$ cat src/rtl/game_pkg.sv
// game_pkg: shared command/state types and board constants for the game board controller.
package game_pkg;
  localparam int BOARD_MAX = 16;
  localparam int CELL_W = 5;
  localparam int DEFAULT_SIZE = 3;
  typedef enum logic [2:0] {
    CMD_NOP, CMD_UP, CMD_DOWN, CMD_LEFT, CMD_RIGHT, CMD_WRITE, CMD_NEW_GAME, CMD_END_GAME
  } game_cmd_t;
  typedef enum logic [1:0] {IDLE, CLEAR, PLAY} game_state_t;
endpackage

$ cat src/rtl/game_board_ctl_if.sv
// game_board_ctl_if: player command valid/ready bus into the board controller.
interface game_board_ctl_if;
  import game_pkg::*;
  logic cmd_valid;
  logic cmd_ready;
  game_cmd_t cmd_code;
  logic [CELL_W-1:0] cmd_digit;
  logic [2:0] size_sel;
  modport master(output cmd_valid, cmd_code, cmd_digit, size_sel, input cmd_ready);
  modport slave(input cmd_valid, cmd_code, cmd_digit, size_sel, output cmd_ready);
endinterface

$ cat src/rtl/game_board_cursor.sv
// game_board_cursor: row/col cursor that wraps within 0..N-1.
module game_board_cursor (
  input  logic       clk,
  input  logic       rst,
  input  logic       i_clr,
  input  logic       i_up,
  input  logic       i_down,
  input  logic       i_left,
  input  logic       i_right,
  input  logic [4:0] i_n,
  output logic [3:0] o_row,
  output logic [3:0] o_col
);
  logic [3:0] r_row, r_col, w_last;
  assign w_last = 4'(i_n - 5'd1);
  always_ff @(posedge clk) begin
    if (rst || i_clr) begin
      r_row <= '0;
      r_col <= '0;
    end else begin
      if (i_up) r_row <= r_row == '0 ? w_last : r_row - 4'd1;
      else if (i_down) r_row <= r_row == w_last ? '0 : r_row + 4'd1;
      if (i_left) r_col <= r_col == '0 ? w_last : r_col - 4'd1;
      else if (i_right) r_col <= r_col == w_last ? '0 : r_col + 4'd1;
    end
  end
  assign o_row = r_row;
  assign o_col = r_col;
endmodule

$ cat src/rtl/game_board_ctl.sv
// game_board_ctl: board state, cursor and game-size owner for the numbers draw stage.
module game_board_ctl
  import game_pkg::*;
(
  input  logic                                             clk,
  input  logic                                             rst,
  game_board_ctl_if.slave                                  bus,
  output logic [BOARD_MAX-1:0][BOARD_MAX-1:0][CELL_W-1:0] o_board,
  output logic [2:0]                                       o_board_size,
  output logic                                             o_is_game_on,
  output logic [3:0]                                       o_cursor_row,
  output logic [3:0]                                       o_cursor_col,
  output logic [8:0]                                       o_filled_count,
  output logic                                             o_board_full
);
  game_state_t r_state, w_state_nxt;
  logic [BOARD_MAX-1:0][BOARD_MAX-1:0][CELL_W-1:0] r_board;
  logic [2:0] r_size;
  logic [3:0] r_row, w_cur_row, w_cur_col;
  logic [8:0] r_count, w_count_nxt, w_nn;
  logic [4:0] w_n;
  logic [CELL_W-1:0] w_old;
  logic r_full, w_accept, w_play, w_new, w_end, w_wr;
  assign bus.cmd_ready = r_state != CLEAR;
  assign w_accept = bus.cmd_valid && bus.cmd_ready;
  assign w_play = w_accept && r_state == PLAY;
  assign w_new = w_accept && bus.cmd_code == CMD_NEW_GAME;
  assign w_end = w_play && bus.cmd_code == CMD_END_GAME;
  assign w_n = {2'b0, r_size} * {2'b0, r_size};
  assign w_nn = {4'b0, w_n} * {4'b0, w_n};
  assign w_old = r_board[w_cur_row][w_cur_col];
  assign w_wr = w_play && bus.cmd_code == CMD_WRITE && bus.cmd_digit <= w_n;
  always_comb begin
    w_state_nxt = r_state;
    w_count_nxt = r_count;
    w_state_nxt = r_state == CLEAR ? (r_row == 4'd15 ? PLAY : CLEAR) :
                  w_new ? CLEAR : w_end ? IDLE : r_state;
    w_count_nxt = w_new ? '0 : !w_wr ? r_count :
                  (w_old == '0 && bus.cmd_digit != '0) ? r_count + 9'd1 :
                  (w_old != '0 && bus.cmd_digit == '0) ? r_count - 9'd1 : r_count;
  end
  // board_full looks at next-state count so it rises with the last write
  always_ff @(posedge clk) begin
    if (rst) begin
      r_state <= IDLE;
      r_board <= '0;
      r_size  <= 3'(DEFAULT_SIZE);
      r_row   <= '0;
      r_count <= '0;
      r_full  <= 1'b0;
    end else begin
      r_state <= w_state_nxt;
      r_count <= w_count_nxt;
      r_full  <= w_state_nxt == PLAY && w_count_nxt == w_nn;
      r_row   <= r_state == CLEAR ? r_row + 4'd1 : '0;
      if (w_new) r_size <= bus.size_sel inside {3'd2, 3'd3, 3'd4} ? bus.size_sel : 3'(DEFAULT_SIZE);
      if (r_state == CLEAR) r_board[r_row] <= '0;
      else if (w_wr) r_board[w_cur_row][w_cur_col] <= bus.cmd_digit;
    end
  end
  game_board_cursor u_cursor (
    .clk    (clk),
    .rst    (rst),
    .i_clr  (w_new),
    .i_up   (w_play && bus.cmd_code == CMD_UP),
    .i_down (w_play && bus.cmd_code == CMD_DOWN),
    .i_left (w_play && bus.cmd_code == CMD_LEFT),
    .i_right(w_play && bus.cmd_code == CMD_RIGHT),
    .i_n    (w_n),
    .o_row  (w_cur_row),
    .o_col  (w_cur_col)
  );
  assign o_board = r_board;
  assign o_board_size = r_size;
  assign o_is_game_on = r_state == PLAY;
  assign o_cursor_row = w_cur_row;
  assign o_cursor_col = w_cur_col;
  assign o_filled_count = r_count;
  assign o_board_full = r_full;
endmodule

$ cat src/flat_wrapper.sv
// flat-port wrapper written by rule: the top's interface ports become plain ports
module game_board_ctl_flat import game_pkg::*;
  (clk, rst, o_board, o_board_size, o_is_game_on, o_cursor_row, o_cursor_col, o_filled_count, o_board_full, bus_cmd_valid, bus_cmd_code, bus_cmd_digit, bus_size_sel, bus_cmd_ready);
  game_board_ctl_if bus_i ();
  input  logic clk;
  input  logic rst;
  output logic [BOARD_MAX-1:0][BOARD_MAX-1:0][CELL_W-1:0] o_board;
  output logic [2:0] o_board_size;
  output logic o_is_game_on;
  output logic [3:0] o_cursor_row;
  output logic [3:0] o_cursor_col;
  output logic [8:0] o_filled_count;
  output logic o_board_full;
  input wire logic [$bits(bus_i.cmd_valid)-1:0] bus_cmd_valid;
  input wire logic [$bits(bus_i.cmd_code)-1:0] bus_cmd_code;
  input wire logic [$bits(bus_i.cmd_digit)-1:0] bus_cmd_digit;
  input wire logic [$bits(bus_i.size_sel)-1:0] bus_size_sel;
  output wire logic [$bits(bus_i.cmd_ready)-1:0] bus_cmd_ready;
  assign bus_i.cmd_valid = bus_cmd_valid;
  assign bus_i.cmd_code = bus_cmd_code;
  assign bus_i.cmd_digit = bus_cmd_digit;
  assign bus_i.size_sel = bus_size_sel;
  assign bus_cmd_ready = bus_i.cmd_ready;
  game_board_ctl u_core (.clk(clk), .rst(rst), .bus(bus_i), .o_board(o_board), .o_board_size(o_board_size), .o_is_game_on(o_is_game_on), .o_cursor_row(o_cursor_row), .o_cursor_col(o_cursor_col), .o_filled_count(o_filled_count), .o_board_full(o_board_full));
endmodule
$ cat config.mk
export PLATFORM = sky130hd
export DESIGN_NAME = game_board_ctl_flat
export DESIGN_NICKNAME = d
export VERILOG_FILES = /design/src/rtl/game_pkg.sv /design/src/rtl/game_board_ctl_if.sv /design/src/rtl/game_board_cursor.sv /design/src/rtl/game_board_ctl.sv /design/src/flat_wrapper.sv
export SDC_FILE = /design/constraint.sdc
export NUM_CORES = 2
export LEC_CHECK = 0
export ABC_AREA = 0
export CAP_MARGIN = 20
export CORE_AREA = 4 4 517 519
export CTS_CLUSTER_SIZE = 8
export DETAILED_ROUTE_END_ITERATION = 7
export DIE_AREA = 0 0 521 523
export DONT_BUFFER_PORTS = 1
export PLACE_DENSITY = 0.36
export SKIP_CTS_REPAIR_TIMING = 1
export SYNTH_ARGS = -nofsm -noshare
export SYNTH_HDL_FRONTEND = slang
export SYNTH_SLANG_ARGS = --single-unit
$ cat constraint.sdc
create_clock -name clk -period 6.4 [get_ports clk]
set_input_delay 1.92 -clock clk [delete_from_list [all_inputs] [get_ports clk]]
set_output_delay 1.92 -clock clk [all_outputs]
set_load 0.005 [all_outputs]
# Word level (Yosys, flattened, before mapping)
# Cells that the tools add are included.
[totals]
ff_bits = 1307
output_inout_bits = 1303
word_cells = 359
[classes]
n_addsub = 8
n_mul = 2
n_lt_le_gt_ge = 7
eq_ne = 18
mux = 30
bitwise_logic = 3
reduce_logical = 28
[op_table]
columns = ["cell", "n"]
rows = [
  ["two-way mux 1280 bit", 2],
  ["bitwise AND 1280 bit", 1],
  ["bitwise mux 1280 bit", 1],
  ["inverter 1280 bit", 1],
  ["demux 80 bit (select 4 bit)", 2],
  ["binary-select mux 80 bit (select 4 bit)", 1],
  ["two-way mux 80 bit", 3],
  ["two-way mux 9 bit", 4],
  ["two-way mux 4 bit", 8],
  ["binary-select mux 5 bit (select 4 bit)", 1],
  ["demux 5 bit (select 4 bit)", 1],
  ["logical AND 1 bit", 16],
  ["== test 3 bit, second input constant", 5],
  ["< comparator 4 x 5 -> 1 bit, second input constant", 3],
  ["adder 4 x 1 -> 4 bit, second input constant", 3],
  ["== test 3 x 2 -> 1 bit, second input constant", 4],
  ["greater-or-equal comparator 4 x 1 -> 1 bit, second input constant", 3],
  ["subtractor 4 x 1 -> 4 bit, second input constant", 3],
  ["zero test 5 bit", 2],
  ["two-way mux 5 bit", 2],
  ["nonzero test 5 bit", 2],
  ["adder 9 x 1 -> 9 bit, second input constant", 1],
  ["== test 9 bit", 1],
  ["multiplier 5 x 5 -> 9 bit", 1],
  ["other kinds (17)", 25],
]

# Longest topological paths before layout
[depth]
depth_word = 12
depth_mapped = 19
depth_no_buf = 17

# Modules after synthesis
# A second synthesis with hierarchy kept.
[hier_totals]
hier_cells = 7547
area_unflattened_um2 = 61950.7
[by_module_without_submodules]
columns = ["module", "n_inst", "cells_per_inst", "area_each_um2", "seq_area_each_um2"]
rows = [
  ["game_board_ctl", 1, 7437, 61058.6, 26004.9],
  ["game_board_cursor", 1, 110, 892.1, 160.2],
]

# Worst setup path after synthesis
# OpenSTA, ideal clock, no wires.
[synth_timing]
path_type = "in2reg"
startpoint = "input bus_cmd_digit[0]"
endpoint = "register u_core.r_full (netlist: u_core.o_board_full)"
setup_ns = 0.087
arrival_time_ns = 4.898
required_ns = 6.313
slack_ns = 1.414
cell_stages = 14
path_buffers = 3
cell_sequence = "clkbuf_1 -> clkbuf_1 -> clkbuf_1 -> inv_1 -> ha_1 -> nand4_1 -> a21oi_1 -> o211ai_1 -> nor4_1 -> a2bb2o_1 -> xnor2_1 -> nor3_1 -> a211oi_2 -> nor4b_2"
[synth_between]
elab_chain_cells = 8
elab_cells_between_ends = 12
classes_between = "order compare: 1; eq/ne: 1; mux: 4; reduce/logical: 6"
[synth_rtl]
columns = ["element", "line", "source"]
rows = [
  ["from (decl)", "flat_wrapper.sv:16", "input wire logic [$bits(bus_i.cmd_digit)-1:0] bus_cmd_digit;"],
  ["branches (longest 4 deep; another with less-or-equal comparator 5 bit)", "-", ""],
  ["two-way mux 9 bit (*) (2 in a row)", "game_board_ctl.sv:38", "w_count_nxt = w_new ? '0 : !w_wr ? r_count :"],
  ["== test 9 bit (*)", "game_board_ctl.sv:54", "r_full <= w_state_nxt == PLAY && w_count_nxt == w_nn;"],
  ["logical AND 1 bit (*)", "game_board_ctl.sv:54", ""],
  ["to (signal assigned)", "game_board_ctl.sv:54", ""],
  ["to (decl)", "game_board_ctl.sv:23", "logic r_full, w_accept, w_play, w_new, w_end, w_wr;"],
]
# Mark *: on every way between the ends.
# A chain may end at the register's enable or synchronous reset.

# Worst setup path after layout
[layout_timing]
startpoint = "register u_core.u_cursor.r_row[0] (netlist: u_core.u_cursor.o_row[0])"
endpoint = "register u_core.r_full (netlist: u_core.o_board_full)"
[layout_between]
elab_chain_cells = 12
elab_cells_between_ends = 14
classes_between = "eq/ne: 1; mux: 8; reduce/logical: 5"
[layout_rtl]
columns = ["element", "line", "source"]
rows = [
  ["from (decl)", "game_board_cursor.sv:14", "logic [3:0] r_row, r_col, w_last;"],
  ["from (signal assigned)", "game_board_cursor.sv:21", "if (i_up) r_row <= r_row == '0 ? w_last : r_row - 4'd1;"],
  ["from (signal assigned)", "game_board_cursor.sv:22", "else if (i_down) r_row <= r_row == w_last ? '0 : r_row + 4'd1;"],
  ["binary-select mux 80 bit (select 4 bit) (*)", "game_board_ctl.sv:31", "assign w_old = r_board[w_cur_row][w_cur_col];"],
  ["two-way mux 80 bit (implied by the code) (*)", "game_board_ctl.sv:31", ""],
  ["binary-select mux 5 bit (select 4 bit) (*)", "game_board_ctl.sv:31", ""],
  ["two-way mux 5 bit (implied by the code) (*)", "game_board_ctl.sv:31", ""],
  ["nonzero test 5 bit", "game_board_ctl.sv:40", "(w_old != '0 && bus.cmd_digit == '0) ? r_count - 9'd1 : r_count;"],
  ["logical AND 1 bit", "game_board_ctl.sv:40", ""],
  ["two-way mux 9 bit", "game_board_ctl.sv:40", ""],
  ["two-way mux 9 bit (*)", "game_board_ctl.sv:39", "(w_old == '0 && bus.cmd_digit != '0) ? r_count + 9'd1 :"],
  ["two-way mux 9 bit (*) (2 in a row)", "game_board_ctl.sv:38", ""],
  ["== test 9 bit (*)", "game_board_ctl.sv:54", ""],
  ["logical AND 1 bit (*)", "game_board_ctl.sv:54", ""],
]
# Mark *: on every way between the ends. The rest lies on a longest branch, timed or not. The select of a mux whose other input is x is not followed.

==> flow_summary.toml <==
[outcome]
status = "finished, violations left"
violations = "slew limit"

[power]
swShare = 0.240
p_per_area_nw_per_um2 = 257
pwr-share-seq = 0.453
ir_drop_mv = 0.192
p_leak_nw = 20.1
netSwitchingPower_mw = 4.31
total_power_mw = 18.0
power_frac_comb = 0.012
p_int_mw = 13.7
clock_power_share = 0.534

[layout]
area_growth_syn_to_layout_pct = 15.9
seqCellArea_sq_um = 26200
multi_input_area_sq_um = 31800
drive_gt1_frac = 0.106
nets = 7359
fill_cells = 28400

[worst_setup_path]
slowest_delay_ns = 0.97
crit_slowest_cell = "dfxtp_4"
critPathCaptureType = "register"
start_kind = "register"
crit_chain = "nor2b_4 > buf_4 > a22oi_1 > nand3_1 > nand4_1 > o22ai_1 > or4b_1 > a211oi_2 > buf_4 > nand2_2 > nor4_2 > or3_1 > a21o_1 > nand4_1 > nor4b_2"
cp_num_buf_inv = 2
path_class = "reg2reg"
path_delay_family = "simple AND/OR/NAND/NOR gates"
critPathMaxFanout = 33
required_ns = 7.17
worstPathArrival_ns = 6.65

[clock_network]
htreeDepth = 4
cts_inserted_buffers = 191
clk_latency_ns = 0.92
root_buffer = "clkbuf_16"
path_clk_slew_ns = 0.06
tritoncts = "built"
cts_max_path_buffers = 4
numClockSinks = 1307

[route]
vias = 64100
wire_per_inst_microns = 45.1
ant_nets = 0
drtIter0Drc = 8789
vias_per_cell = 5.88
postRouteWirelength_mm = 492
drcViolationCount = 0
dr.pass1.iters = 6

[timing]
worst_pin_slew_ns = 1.58
finalCriticalPeriod_ns = 5.88
fmax_mhz = 170
fin_worst_skew_ns = 0.0594
finalCritPeriodShare = 0.919
setup_viol = 0
relSlewSlack = -0.0549
setup_tns_ns = 0
finalMaxSlewViolations = 58
grt_setup_unrepaired = "no"
hold_viol = 0
fin_ws_ns = 0.516

[synth]
synth-compound-area-share = 0.152
ys.flop_type = "dfxtp_1"
synth-async-reset-ratio = 0
synth_warnings = 0
synth-seq-cells = 1307
synthAdderAreaFrac = 0.00457
synth_top_family_by_area = "simple AND/OR/NAND/NOR gates"
avgSynthCellArea_sq_um = 8.00
syn_area_sq_um = 60300
synth_xor_area_frac = 0.00305
synth-simple-area-share = 0.253
synth_cell_type_count = 82
synth_mux_area_frac = 0.108
netlist_instances = 7537
synth_edf_count = 0
yosysSeqAreaShare = 0.434
syn_nets = 7573

[grt]
grt.overflow.total = 0
grtUsageMet1 = 0.428
grt_use_met2 = 0.497
grt_pass1_vias = 57000
grtUsageTotal = 0.342
grt_use_met3 = 0.162
grt_pass1_wl_mm = 624
top_usage_layer = "met2"
antenna_found_initial = 101
grt_max_degree = 1291

[floorplanning]
core_sq_um = 262000
num_rows = 188
die_h_microns = 523
ios = 1317
die_w_microns = 521
dieArea_sq_um = 272000
floorplan.initialDensity = 0.230

[place]
finalWeightedCongestion = 0.974
io_buffers = 0
dpl.hpwl_mm = 366
dp_slack_ns = 0.601

[worst_hold_path]
hold_class = "reg2reg"

[job]
cap_violations = 0
cell usage in the layout (no fill, tap or decap), types with 17 or more instances in the layout:
cell          n
nand2_1    1526
dfxtp_1    1301
a21oi_1    1295
nand3_1    1271
nor2_1      414
mux4_2      214
buf_4       214
clkbuf_16   192
mux2i_1     153
a211oi_1     97
nor3_1       79
a22oi_1      53
o21ai_0      50
diode_2      31
and2_1       22
ha_1         22
or3_1        21
nand4_1      20
o22ai_1      20
xnor2_1      17
nor2_4       17
buf_12       17
worst register-to-register path: stages, from the launching register on:
cell and delay, ns:
dfxtp_4 0.97, nor2b_4 0.66, buf_4 0.32, a22oi_1 0.18, nand3_1 0.50, nand4_1 0.40
o22ai_1 0.36, or4b_1 0.56, a211oi_2 0.43, buf_4 0.22, nand2_2 0.12, nor4_2 0.40
or3_1 0.17, a21o_1 0.12, nand4_1 0.14, nor4b_2 0.26
per-layer routing:
| metal | vias up | wire length (microns) |
|---|---|---|
| met2 | 4318 | 204000 |
| met5 | - | 214 |
| met3 | 738 | 67500 |
| li1 | 26300 | - |
| met4 | 32 | 26200 |
| met1 | 32700 | 194000 |
registers in the layout (all words and copies together) (netlist names):
| name | count |
|---|---|
| u_core.o_filled_count | 9 |
| u_core.o_board_full | 1 |
| u_core.u_cursor.o_col | 4 |
| u_core.r_state | 2 |
| u_core.r_row | 4 |
| u_core.u_cursor.o_row | 4 |
| u_core.o_board | 1280 |
| u_core.o_board_size | 3 |
power by group through the flow:
stage | logic (mW) | clock network [mW] | registers, mW
final | 0.223 | 9.60 | 8.14
after global routing | 0.229 | 10.0 | 8.14
after CTS | 0.0882 | 9.76 | 8.14
after detailed placement | 0.0878 | 0 | 8.31
after global placement | 0.0885 | 0 | 8.31
after floorplan | 0.254 | 0 | 8.32
synthesized netlist by cell type (4+ instances only):
cell,number,area (sq um)
mux2_2,14,158
buf_1,19,71.3
a31oi_1,16,100
o311ai_0,17,149
nor3b_1,4,30.0
or3_1,21,131
a211oi_1,97,728
a21o_1,4,30.0
nand2b_1,10,62.6
nor4_1,8,50.1
o211ai_1,16,120
xor2_1,4,35.0
clkbuf_1,543,2040
dfxtp_1,1307,26200
a22oi_1,53,398
ha_1,22,275
a211o_1,4,35.0
xnor2_1,17,149
a21oi_1,1295,6480
and2_1,21,131
nand3_1,1298,6500
a2111oi_0,6,52.6
mux2i_1,153,1530
o21ai_0,55,275
nand2_1,1527,5730
nand4_1,20,125
buf_6,10,113
nor2_1,434,1630
nand3b_1,6,45.0
nor2b_1,20,125
inv_1,19,71.3
mux4_2,214,4820
and3_1,7,43.8
nor3_1,82,410
a221oi_1,11,96.3
o22ai_1,20,125
buf_4,29,218
o211a_1,7,70.1
buf_2,46,230
o32ai_1,4,35.0
o21a_1,12,90.1
through the flow:
stage / cell area [sq um] / hold slack (ns) / util / instances
6_report: 69900 / 0.505 / 0.267 / 10900
5_1_grt: 69800 / 0.524 / 0.266 / 10900
4_1_cts: 69700 / 0.504 / 0.266 / 10900
3_5_place_dp: 64500 / 0.501 / 0.246 / 10600
3_3_place_gp: 64400 / 0.489 / 0.246 / 10600
2_1_floorplan: 60300 / 0.472 / - / 7537
logic make-up after synthesis:
| family | count (synthesis) |
|---|---|
| AND/OR/NAND/NOR | 3482 |
| AO/OA/AOI/OAI | 1657 |
| flip-flops | 1307 |
| buffers and inverters | 667 |
| multiplexers | 381 |
| adder cells (fa/ha/maj) | 22 |
| XOR/XNOR | 21 |
worst paths after layout:
path                                  from              endpoint  slack, ns  cells past startpoint
setup / recovery  u_core.u_cursor.o_row[0]   u_core.o_board_full       0.52                     15
hold / removal        u_core.o_board[1026]  u_core.o_board[1026]       0.50                      2
setup reg to reg  u_core.u_cursor.o_row[0]   u_core.o_board_full       0.52                     15
hold reg to reg       u_core.o_board[1026]  u_core.o_board[1026]       0.50                      2
layout make-up:
| type | instances | area share |
|---|---|---|
| sequential | 1307 | 0.375 |
| tap | 3515 | 0.0629 |
| timing repair buffer | 240 | 0.0305 |
| inverter | 20 | 0.00111 |
| clock buffer | 218 | 0.0716 |
| clock inverter | 14 | 0.00297 |
| antenna | 31 | 0.00111 |
| multi-input combinational | 5563 | 0.455 |
Note: power is estimated with default switching activity, not from simulation.
